File: src/rtl/receiver_prot_pkg.sv
// Shared types and sizing helpers for the receive-side protection sequencer.
package receiver_prot_pkg;

    localparam int STATE_W = 3;
    localparam int FCNT_W  = 8;

    typedef enum logic [STATE_W-1:0] {
        ST_STARTUP = 3'd0,
        ST_PROBE   = 3'd1,
        ST_ARMED   = 3'd2,
        ST_FAULTED = 3'd3,
        ST_LOCKOUT = 3'd4
    } prot_state_e;

    // Wide enough to hold the capped backoff with headroom so the >= compare never wraps.
    function automatic int backoff_width(input int base, input int max_shift);
        return $clog2(base << max_shift) + 1;
    endfunction

endpackage

File: src/rtl/prot_tick_gen.sv
// Free-running timer tick: a one-cycle pulse every TICK_DIV clocks, counted from reset release.
module prot_tick_gen #(
    parameter int TICK_DIV = 2000
) (
    input  logic clk,
    input  logic rst_n,
    output logic tick
);

    localparam int PW = (TICK_DIV > 1) ? $clog2(TICK_DIV) : 1;

    logic [PW-1:0] prescaler;

    always_ff @(posedge clk or negedge rst_n) begin
        if (!rst_n) begin
            prescaler <= '0;
        end else if (prescaler == PW'(TICK_DIV - 1)) begin
            prescaler <= '0;
        end else begin
            prescaler <= prescaler + 1'b1;
        end
    end

    assign tick = (prescaler == PW'(TICK_DIV - 1));

endmodule

File: src/rtl/receiver_prot_ctrl.sv
// Receive-side input protection sequencer: relay control with exponential backoff.
// Define RECEIVER_PROT_LOCKOUT_EN to enable the repeated-fault LOCKOUT state.
module receiver_prot_ctrl
    import receiver_prot_pkg::*;
#(
    parameter int TICK_DIV     = 2000,
    parameter int BASE_BACKOFF = 4,
    parameter int MAX_SHIFT    = 4,
    parameter int OK_PERIODS   = 2,
    parameter int STABLE_TICKS = 64,
    parameter int MAX_RETRIES  = 8
) (
    input  logic              clk,
    input  logic              rst_n,
    input  logic              vin_too_high,
    input  logic              vin_not_negative,
    input  logic              clear_lockout,
    output logic              prot_relay_en,
    output logic              ok_led_en,
    output logic              fault_led_en,
    output logic              lockout,
    output logic [STATE_W-1:0] state,
    output logic [FCNT_W-1:0] fault_count
);

    localparam logic [STATE_W-1:0] S_STARTUP = ST_STARTUP;
    localparam logic [STATE_W-1:0] S_PROBE   = ST_PROBE;
    localparam logic [STATE_W-1:0] S_ARMED   = ST_ARMED;
    localparam logic [STATE_W-1:0] S_FAULTED = ST_FAULTED;
    localparam logic [STATE_W-1:0] S_LOCKOUT = ST_LOCKOUT;

    localparam int BW = backoff_width(BASE_BACKOFF, MAX_SHIFT);
    localparam int OW = $clog2(OK_PERIODS) + 1;
    localparam int SW = $clog2(STABLE_TICKS) + 1;

    logic               too_high_meta, too_high_s, not_neg_meta, not_neg_s;
    logic               input_ok_s, tick;
    logic [STATE_W-1:0] state_next;
    logic [BW-1:0]      wait_cnt, wait_target;
    logic [OW-1:0]      ok_cnt;
    logic [SW-1:0]      stable_cnt;
    logic [FCNT_W-1:0]  retry_cnt, retry_inc, retry_m1, shift;
    logic               probe_done, stable_done;

    prot_tick_gen #(.TICK_DIV(TICK_DIV)) u_tick (
        .clk   (clk),
        .rst_n (rst_n),
        .tick  (tick)
    );

    always_ff @(posedge clk or negedge rst_n) begin
        if (!rst_n) begin
            too_high_meta <= 1'b0;
            too_high_s    <= 1'b0;
            not_neg_meta  <= 1'b0;
            not_neg_s     <= 1'b0;
        end else begin
            too_high_meta <= vin_too_high;
            too_high_s    <= too_high_meta;
            not_neg_meta  <= vin_not_negative;
            not_neg_s     <= not_neg_meta;
        end
    end

    assign input_ok_s  = not_neg_s && !too_high_s;
    assign retry_inc   = (retry_cnt == '1) ? retry_cnt : retry_cnt + 1'b1;
    assign retry_m1    = retry_cnt - 1'b1;
    assign shift       = (retry_cnt == '0) ? '0 :
                         (retry_m1 > FCNT_W'(MAX_SHIFT)) ? FCNT_W'(MAX_SHIFT) : retry_m1;
    assign wait_target = BW'(BASE_BACKOFF) << shift;
    assign probe_done  = tick && (ok_cnt + 1'b1 >= OW'(OK_PERIODS));
    assign stable_done = tick && (stable_cnt + 1'b1 >= SW'(STABLE_TICKS));

    // A bad input cycle always takes priority over a coincident tick.
    always_comb begin
        state_next = state;
        case (state)
            S_STARTUP: if (input_ok_s && tick && (wait_cnt + 1'b1 >= BW'(BASE_BACKOFF)))
                           state_next = S_PROBE;
            S_PROBE:   if (!input_ok_s)     state_next = S_FAULTED;
                       else if (probe_done) state_next = S_ARMED;
            S_ARMED:   if (!input_ok_s) begin
`ifdef RECEIVER_PROT_LOCKOUT_EN
                           state_next = (retry_inc == FCNT_W'(MAX_RETRIES)) ? S_LOCKOUT : S_FAULTED;
`else
                           state_next = S_FAULTED;
`endif
                       end
            S_FAULTED: if (input_ok_s && tick && (wait_cnt + 1'b1 >= wait_target))
                           state_next = S_PROBE;
`ifdef RECEIVER_PROT_LOCKOUT_EN
            S_LOCKOUT: if (clear_lockout) state_next = S_FAULTED;
`else
            S_LOCKOUT: state_next = S_STARTUP;
`endif
            default:   state_next = S_STARTUP;
        endcase
    end

    always_ff @(posedge clk or negedge rst_n) begin
        if (!rst_n) begin
            state       <= S_STARTUP;
            wait_cnt    <= '0;
            ok_cnt      <= '0;
            stable_cnt  <= '0;
            retry_cnt   <= '0;
            fault_count <= '0;
        end else begin
            state <= state_next;

            if (state_next != state || !input_ok_s)
                wait_cnt <= '0;
            else if (tick && (state == S_STARTUP || state == S_FAULTED))
                wait_cnt <= wait_cnt + 1'b1;

            if (state_next != state || !input_ok_s)
                ok_cnt <= '0;
            else if (tick && state == S_PROBE)
                ok_cnt <= ok_cnt + 1'b1;

            if (state != S_ARMED || state_next != S_ARMED || stable_done)
                stable_cnt <= '0;
            else if (tick)
                stable_cnt <= stable_cnt + 1'b1;

            if (state == S_ARMED && state_next != S_ARMED) begin
                retry_cnt   <= retry_inc;
                fault_count <= (fault_count == '1) ? fault_count : fault_count + 1'b1;
            end else if (state == S_ARMED && stable_done) begin
                retry_cnt <= '0;
            end
`ifdef RECEIVER_PROT_LOCKOUT_EN
            else if (state == S_LOCKOUT && state_next == S_FAULTED) begin
                retry_cnt <= '0;
            end
`endif
        end
    end

    // Relay follows the next state so it closes on the same edge ARMED is entered.
    always_ff @(posedge clk or negedge rst_n) begin
        if (!rst_n) begin
            prot_relay_en <= 1'b0;
            ok_led_en     <= 1'b0;
            fault_led_en  <= 1'b0;
        end else begin
            prot_relay_en <= (state_next == S_ARMED);
            ok_led_en     <= prot_relay_en;
            fault_led_en  <= !input_ok_s || (state_next == S_LOCKOUT);
        end
    end

`ifdef RECEIVER_PROT_LOCKOUT_EN
    assign lockout = (state == S_LOCKOUT);
`else
    logic unused_cfg;
    assign unused_cfg = clear_lockout ^ (MAX_RETRIES == 0);
    assign lockout    = 1'b0;
`endif

endmodule
File: config.mk
export PLATFORM = sky130hd
export DESIGN_NAME = receiver_prot_ctrl
export DESIGN_NICKNAME = d
export VERILOG_FILES = /design/src/rtl/receiver_prot_pkg.sv /design/src/rtl/prot_tick_gen.sv /design/src/rtl/receiver_prot_ctrl.sv
export SDC_FILE = /design/constraint.sdc
export NUM_CORES = 1
export LEC_CHECK = 0
export CAP_MARGIN = 20
export CORE_MARGIN = 10
export CORE_UTILIZATION = 40
export CTS_CLUSTER_DIAMETER = 40
export DETAILED_ROUTE_END_ITERATION = 12
export GPL_ROUTABILITY_DRIVEN = 0
export SYNTH_ARGS = -nofsm -noshare
export SYNTH_HDL_FRONTEND = slang
export SYNTH_SLANG_ARGS = --single-unit
File: constraint.sdc
create_clock -name clk -period 6.9 [get_ports clk]
set_input_delay 1.38 -clock clk [delete_from_list [all_inputs] [get_ports clk]]
set_output_delay 1.38 -clock clk [all_outputs]
set_load 0.02 [all_outputs]
==> results.cfg, run 1 <==
[run_status]
status = completed

[critical_path]
worstPathArrival_ps = 3810
reg2reg_from = retry_cnt[0]
cp_max_fo = 9
rrSetupSlack_ps = 3300
timing.rr.end = ok_cnt[1]
cp-start-kind = flop
cp.required_ps = 7110
endpoint_kind = flop
crit_type = flop to flop
r2r_cells = 13

[cts]
cts-resized-gates = 0
post_cts_buffers = 0
cts_tree = yes
worstSkewPairLatency_ps = 310
cts_buffers = 5
htreeDepth = 2
cts_sinks = 53
cts-root-buf = clkbuf_8
ctsHoldBuffers = 0
clk_pin_slew_ps = 100
clockBufferDepth = 2

[logic_synthesis]
muxShareOfSynthArea = 0.00724
synth_area_leader_cell = dfrtp_1
yosys.area_share.simple = 0.222
syn_avg_cell_area_sq_um = 9.69
ys_async_sr_fraction = 1.00
yosys_warnings = 0
synth_compound_area_frac = 0.111
synthTopCellsByArea = dfrtp_1 45%, xnor2_1 6.9%, ha_1 6.0%
ys_seq_area_frac = 0.452
synthCells = 303
synth_cell_types = 55
synth-seq-cells = 53
yosys-top-cells-count = 53 x dfrtp_1, 33 x nor2_1, 24 x nand2_1
synthXorXnorAreaFrac = 0.116
yosysMostFrequentCell = dfrtp_1
synth_fa_ha_area_frac = 0.0597
synth_top_family_by_area = simple AND/OR/NAND/NOR gates
synthesis.area_sq_um = 2940
synth-edff-count = 0
synth_top_area_share = 0.452
synth_top_flop_cell = dfrtp_1

[global_route]
grt_usage = 0.106
grt_pass1_wl_microns = 10200
grt_max_degree = 54
antenna_found_initial = 0
grt_pass1_vias = 2210
globalRouteOverflowTotal = 0

[cells_and_area]
layout-drive-gt1-share = 0.0568
nFillCells = 720
antenna_cells = 0
stdcell_area_sq_um = 3290
nets = 335
multi_input_area_sq_um = 1520
area_delta_synth_final_pct = 12.0
regArea_sq_um = 1330

[timing]
whs_ps = 356
setup_viol_count_final = 0
skew_ps = 9.63
fin_setup_tns_ps = 0
relSlewSlack = 0.499
final_max_slew_viol_count = 0
timing_hold_violations_final = 0
rsz0062_at_grt = false
fin_crit_sh = 0.522
worstMarginPinSlew_ps = 751
fin_crit_ps = 3600
fmax_mhz = 278

[power_and_ir_drop]
p_leak_nw = 1.35
max-vdd-ir-drop_v = 0.0000850
powerDensity_nw_per_um2 = 163
power_uw = 537

[min_path]
holdPathEnd = not_neg_s
hold_path_class = flop to flop
hold_path_depth = 0
min-delay-start = not_neg_meta

[route]
post_drt_wl_per_cell_microns = 13.5
drt_drc_violations_left = 0
drt_first_pass_iters = 4
drtAntennaViolNets = 0
wirelength_microns = 5610
dr_total_vias = 2199
via_per_inst = 5.29
initialDrtViolationCount = 60

[placed_design]
post-dp-hpwl_microns = 3990
io_buffers = 17
post_dp_cell_area_sq_um = 3180

[floorplan]
rows = 31
start_util = 0.407
fp.dieArea_sq_um = 11200
die_y_microns = 106
die_w_microns = 106
core_sq_um = 7210
pin_count = 20

[job]
maxCapViolCount = 0
[cells by family (layout without fill, tap and decap cells)]
group	count (synthesis)	count (layout)
compound gates	47	47
xor+xnor	39	39
fa+ha+maj	14	14
buf+inv	20	33
flops	53	53
mux	2	2
other cells	1	2
simple gates	127	127
[where the power goes]
part	leakage, nW	switching, mW	internal (mW)	total (mW)
clock	0.0554	0.101	0.109	0.210
sequential	0.711	0.000850	0.312	0.313
combinational	0.587	0.0102	0.00333	0.0135
total	1.35	0.112	0.424	0.537
[worst max-delay path by stage]
stage	startpoint	cells after the start	slack (ps)	to
after global placement	retry_cnt[0]	13	3390	ok_cnt[1]
after global routing	retry_cnt[0]	13	2900	ok_cnt[1]
after detailed placement	retry_cnt[0]	13	3300	ok_cnt[1]
final	retry_cnt[0]	13	3300	ok_cnt[1]
after CTS	retry_cnt[0]	13	3260	ok_cnt[1]
after floorplan	retry_cnt[0]	13	3980	ok_cnt[0]
[sequential cells by signal, summed over array words and instances, names as in the netlist]
name	flops
ok_cnt	2
not_neg_s	1
ok_led_en	1
too_high_meta	1
fault_led_en	1
state	3
prot_relay_en	1
too_high_s	1
stable_cnt	7
u_tick.prescaler	11
wait_cnt	7
not_neg_meta	1
retry_cnt	8
fault_count	8
[cell usage in the layout (no fill, tap or decap), drive strengths merged, types with 11 or more instances in the layout]
cell type and n:
a211oi 11, clkdlybuf4s50 16, dfrtp 53, ha 14, nand2 24, nand3 18
nand4 12, nor2 34, xnor2 23, xor2 16
[metal layers]
layer	up-vias	track usage	part of all wire
li1	1095	-	-
met4	0	0.0435	0.011
met2	21	0.174	0.49
met5	-	0	0
met3	5	0.0183	0.021
met1	1078	0.134	0.48
[worst max-delay path: stages (launching register included)]
cell and delay, ps:
dfrtp_1 520, inv_1 190, ha_1 300, nor2b_1 150, o21ai_0 230, o2111ai_1 210
nor3_1 230, nand2_1 120, ha_1 310, a21oi_1 150, a21oi_1 80, a211oi_1 330
o22ai_1 340, a211oi_1 350
[metrics by stage]
stage / utilization / worst slack, ps / instances
after floorplan: - / 3980 / 304
after global routing: 0.456 / 2900 / 416
after global placement: 0.440 / 3390 / 408
after detailed placement: 0.440 / 3300 / 408
final: 0.456 / 3300 / 416
after CTS: 0.456 / 3260 / 416
[layout make-up]
class                      count  share of cell area
multi-input combinational    231               0.463
sequential                    53               0.403
timing repair buffer          19              0.0548
tap                           99              0.0377
clock buffer                   6              0.0221
clock inverter                 2              0.0118
inverter                       6             0.00685
Note: power is estimated with default switching activity, not from simulation.
==> run 2, diff against run 1 <==
- clock period: 6.9 -> 3.45 ns (I/O delays scaled with it)
==> run 2 against run 1 <==
  * Combinational power is 100% higher
  * Clock skew is 3.7 ps higher
  * Sequential share of layout area is 0.18 points lower
  * Via count is 1.3% lower
  * Non-clock buffer count is 3 higher
  * Clock power is 71% higher
  * Core utilization is 0.21 points higher
  * Die area stayed put
  * Hold slack worse by 0.97 ps
  * Maximum frequency is 14% higher
  * First-iteration DRC count is 48% higher
  * Sequential power is 100% higher
  * Largest power group unchanged
==> results.cfg, run 2 (synthesis gave the netlist of run 1 again) <==
[route]
drt_first_pass_iters = 4
wirelength_microns = 5590
initialDrtViolationCount = 89
drt_drc_violations_left = 0
post_drt_wl_per_cell_microns = 13.3
via_per_inst = 5.18
dr_total_vias = 2170
drtAntennaViolNets = 0

[cells_and_area]
layout_commonest_cell = dfrtp_1
regMostFlops = u_tick.prescaler
layout-drive-gt1-share = 0.0750
nFillCells = 740
antenna_cells = 0
layout_common_cells = 53 x dfrtp_1, 33 x nor2_1, 24 x nand2_1
area_delta_synth_final_pct = 12.5
largest_register_ffs = 11
nets = 338
stdcell_area_sq_um = 3300
reg_top3 = u_tick.prescaler x11, fault_count x8, retry_cnt x8

[power_and_ir_drop]
powerDensity_nw_per_um2 = 307
power_mw = 1.01
p_leak_nw = 1.36
max-vdd-ir-drop_v = 0.000232

[floorplan]
die_y_microns = 106
fp.dieArea_sq_um = 11200
core_sq_um = 7210
die_w_microns = 106
rows = 31
pin_count = 20
start_util = 0.407

[timing]
fin_crit_sh = 0.913
fin_setup_tns_ps = 0
setup_viol_count_final = 0
fin_crit_ps = 3150
worstMarginPinSlew_ps = 556
whs_ps = 356
final_max_slew_viol_count = 0
relSlewSlack = 0.629
skew_ps = 13.3
rsz0062_at_grt = false
timing_hold_violations_final = 0
fmax_mhz = 317

[global_route]
antenna_found_initial = 0
globalRouteOverflowTotal = 0
grt_max_degree = 31
grt_pass1_vias = 2145
grt_pass1_wl_microns = 10000
grt_usage = 0.104

[critical_path]
reg2reg_from = retry_cnt[1]
crit_type = flop to flop
crit_start = retry_cnt[1]
endpoint_kind = flop
cp.required_ps = 3650
worstPathArrival_ps = 3350
cp-start-kind = flop
cp_max_fo = 9

[cts]
cts-root-buf = clkbuf_8
htreeDepth = 2
ctsHoldBuffers = 0
cts_buffers = 5
worstSkewPairLatency_ps = 300
cts_tree = yes
cts_sinks = 53
clockBufferDepth = 2
clk_pin_slew_ps = 100

[run_status]
status = completed

[job]
maxCapViolCount = 0

[placed_design]
post-dp-hpwl_microns = 4050
io_buffers = 17
post_dp_cell_area_sq_um = 3200

[min_path]
hold_path_class = input pin to async pin
-- run 2: cell types whose count changed in the layout (fill, tap and decap cells not counted), sizes merged --
cell    delta
clkinv     +1
buf        +3
bufinv     -1
-- run 2: cell type report --
type	count	area [sq um]	share of cell area
clock buffer	6	82.6	0.0250
clock inverter	2	13.8	0.00417
inverter	6	22.5	0.00682
multi-input combinational	231	1530	0.464
sequential	53	1330	0.402
tap	99	124	0.0375
timing repair buffer	22	203	0.0614
-- run 2: worst max-delay path, stage by stage (launching register included) --
cell and delay [ps]:
dfrtp_1 440, inv_1 170, ha_2 250, nand3b_1 80, a21oi_1 200, o2111ai_1 210
nor3_1 230, nand2_1 100, ha_1 300, a21oi_1 140, a21oi_1 80, a211oi_2 260
o22ai_1 120, buf_4 180, a211oi_1 260
-- run 2: per-layer routing --
metal	share of wire	global-route usage	up-vias
li1	-	-	1102
met1	0.51	0.137	1050
met2	0.46	0.172	13
met3	0.015	0.0158	5
met4	0.013	0.0319	0
met5	0	0	-
-- run 2: what timing repair did --
item	in CTS	in global routing
resized for setup	0	4
hold endpoints to repair	0	0
setup buffers	0	0
setup endpoints to repair	0	10
-- run 2: per-stage QoR --
stage	setup slack, ps	util	cells
2_1_floorplan	530	-	304
6_report	300	0.458	419
4_1_cts	151	0.457	419
5_1_grt	8.28	0.458	419
3_5_place_dp	190	0.443	411
3_3_place_gp	249	0.443	411
-- run 2: path summary, 6_finish.rpt --
| check | end | slack (ps) | depth (start not counted) |
|---|---|---|---|
| max in group asynchronous | u_tick.prescaler[10] | 2300 | 2 |
| hold reg to reg | too_high_s | 360 | 0 |
| min in group clk | too_high_s | 360 | 0 |
| hold / removal | retry_cnt[4] | 360 | 1 |
| setup reg to reg | ok_cnt[1] | 300 | 14 |
| setup / recovery | ok_cnt[1] | 300 | 14 |
-- run 2: report_power, final --
group | switching (mW) | leakage, nW | internal [mW]
clock network | 0.197 | 0.0512 | 0.163
logic | 0.0208 | 0.602 | 0.00666
registers | 0.00159 | 0.711 | 0.624
==> run 3, diff against run 2 <==
- ABC_AREA: unset -> 0
- RECOVER_POWER: unset -> 100
==> run 3 against run 2 <==
  * Sequential power hardly changed
  * Via count is 0.28% higher
  * Setup slack better by 0.66 ps
  * The flow now finishes with violations (capacitance limit, slew limit)
  * Sequential share of layout area is 0.31 points higher
  * Non-clock buffer count stayed put
  * Sequential cell count stayed put
  * Largest cell class unchanged
  * Die area stayed put
  * Critical path depth stayed put
  * Total power is 0.16% lower
  * Maximum frequency hardly changed
  * Core utilization is 0.35 points lower
==> results.cfg, run 3 (synthesis gave the netlist of run 1 again) <==
[timing]
skew_ps = 13.5
fin_setup_tns_ps = 0
relSlewSlack = -0.0357
final_max_slew_viol_count = 31
rsz0062_at_grt = false
fin_crit_ps = 3150
fmax_mhz = 318
timing_hold_violations_final = 0
fin_crit_sh = 0.913
worstMarginPinSlew_ps = 1550
setup_viol_count_final = 0

[cts]
cts_tree = yes
htreeDepth = 2
ctsHoldBuffers = 0
clockBufferDepth = 2
cts_sinks = 53
cts_buffers = 5
clk_pin_slew_ps = 100
worstSkewPairLatency_ps = 300
post_cts_buffers = 0
cts-resized-gates = 0
cts-root-buf = clkbuf_8

[critical_path]
reg2reg_from = retry_cnt[1]
critPathTopFamily = compound AO/OA/AOI/OAI gates
crit_buf_inv = 2
endpoint_kind = flop
timing.rr.end = ok_cnt[1]
cp_max_fo = 9
r2r_cells = 14
cp_slowest_cell = dfrtp_1
max_stage_delay_ps = 440
crit_type = flop to flop
rrSetupSlack_ps = 300
cp-start-kind = flop
crit_top_cell = a21oi_1
cp.required_ps = 3650
worstPathArrival_ps = 3350
crit_chain = inv_1 > ha_2 > nand3b_1 > a21oi_1 > o2111ai_1 > nor3_1 > nand2_1 > ha_1 > a21oi_1 > a21oi_1 > a211oi_2 > o22ai_1 > buf_4 > a211oi_1

[cells_and_area]
antenna_cells = 0
regArea_sq_um = 1330
area_delta_synth_final_pct = 11.6
multi_input_area_sq_um = 1520
fin_util = 0.454
reg_top3 = u_tick.prescaler x11, fault_count x8, retry_cnt x8
layout_common_cells = 53 x dfrtp_1, 33 x nor2_1, 24 x nand2_1
layout-drive-gt1-share = 0.0563
largest_register_ffs = 11
regMostFlops = u_tick.prescaler
nFillCells = 745
layout_commonest_cell = dfrtp_1
nets = 338

[route]
drt_drc_violations_left = 0
wirelength_microns = 5600
wl_met3_microns = 103
wl_met2_microns = 2610
initialDrtViolationCount = 82
drtAntennaViolNets = 0
post_drt_wl_per_cell_microns = 13.4
dr_total_vias = 2176
via_per_inst = 5.19
wl_met1_microns = 2810
dr.max_layer_used = met4
drt_first_pass_iters = 4

[global_route]
globalRouteOverflowTotal = 0
antenna_found_initial = 0
grt_pass1_wl_microns = 10000
grt_max_degree = 31
grt_pass1_vias = 2145
grt_usage = 0.104

[min_path]
hold_path_depth = 0
hold_path_class = flop to flop
min-delay-start = too_high_meta
holdPathEnd = too_high_s

[floorplan]
start_util = 0.407
die_w_microns = 106
core_sq_um = 7210
pin_count = 20
fp.dieArea_sq_um = 11200
rows = 31
die_y_microns = 106

[run_status]
status = complete, but fails checks
failed_checks = capacitance limit, slew limit

[power_and_ir_drop]
p_leak_nw = 1.39
max-vdd-ir-drop_v = 0.000227
powerDensity_nw_per_um2 = 308

[placed_design]
post-dp-hpwl_microns = 4050
io_buffers = 17

[job]
maxCapViolCount = 1
-- run 3: final cells by class --
class | instances | share of cell area
Multi-Input combinational cell | 231 | 0.462
Sequential cell | 53 | 0.405
Timing Repair Buffer | 22 | 0.0592
Tap cell | 99 | 0.0378
Clock buffer | 6 | 0.0252
Inverter | 6 | 0.00687
Clock inverter | 2 | 0.00420
-- run 3: power breakdown --
group	switching, mW	internal, mW
combinational	0.0208	0.00509
clock	0.197	0.163
sequential	0.00154	0.624
total	0.219	0.792
-- run 3: routing by layer --
metal  vias to the layer above  GRT usage
li1                       1107          -
met1                      1047      0.137
met2                        17      0.172
met3                         5     0.0158
met4                         0     0.0319
met5                         -          0
-- run 3: metrics by stage --
| step | instances | cell area [sq um] | power, mW | hold slack (ps) | worst slack (ps) |
|---|---|---|---|---|---|
| 3_5_place_dp | 411 | 3200 | 0.667 | 336 | 190 |
| 5_1_grt | 419 | 3280 | 1.05 | 362 | 8.29 |
| 6_report | 419 | 3280 | 1.01 | 356 | 301 |
| 4_1_cts | 419 | 3300 | 1.03 | 358 | 151 |
| 3_3_place_gp | 411 | 3200 | 0.667 | 334 | 249 |
| 2_1_floorplan | 304 | 2940 | 0.647 | 331 | 530 |
-- run 3: how the worst max path moves through the flow --
stage / from / to / slack, ps / depth (start not counted)
final: retry_cnt[1] / ok_cnt[1] / 300 / 14
after global placement: retry_cnt[1] / ok_cnt[0] / 250 / 14
after global routing: retry_cnt[1] / ok_cnt[1] / 8 / 14
after CTS: retry_cnt[1] / ok_cnt[1] / 150 / 14
after detailed placement: retry_cnt[1] / ok_cnt[1] / 190 / 14
after floorplan: retry_cnt[0] / ok_cnt[0] / 530 / 13
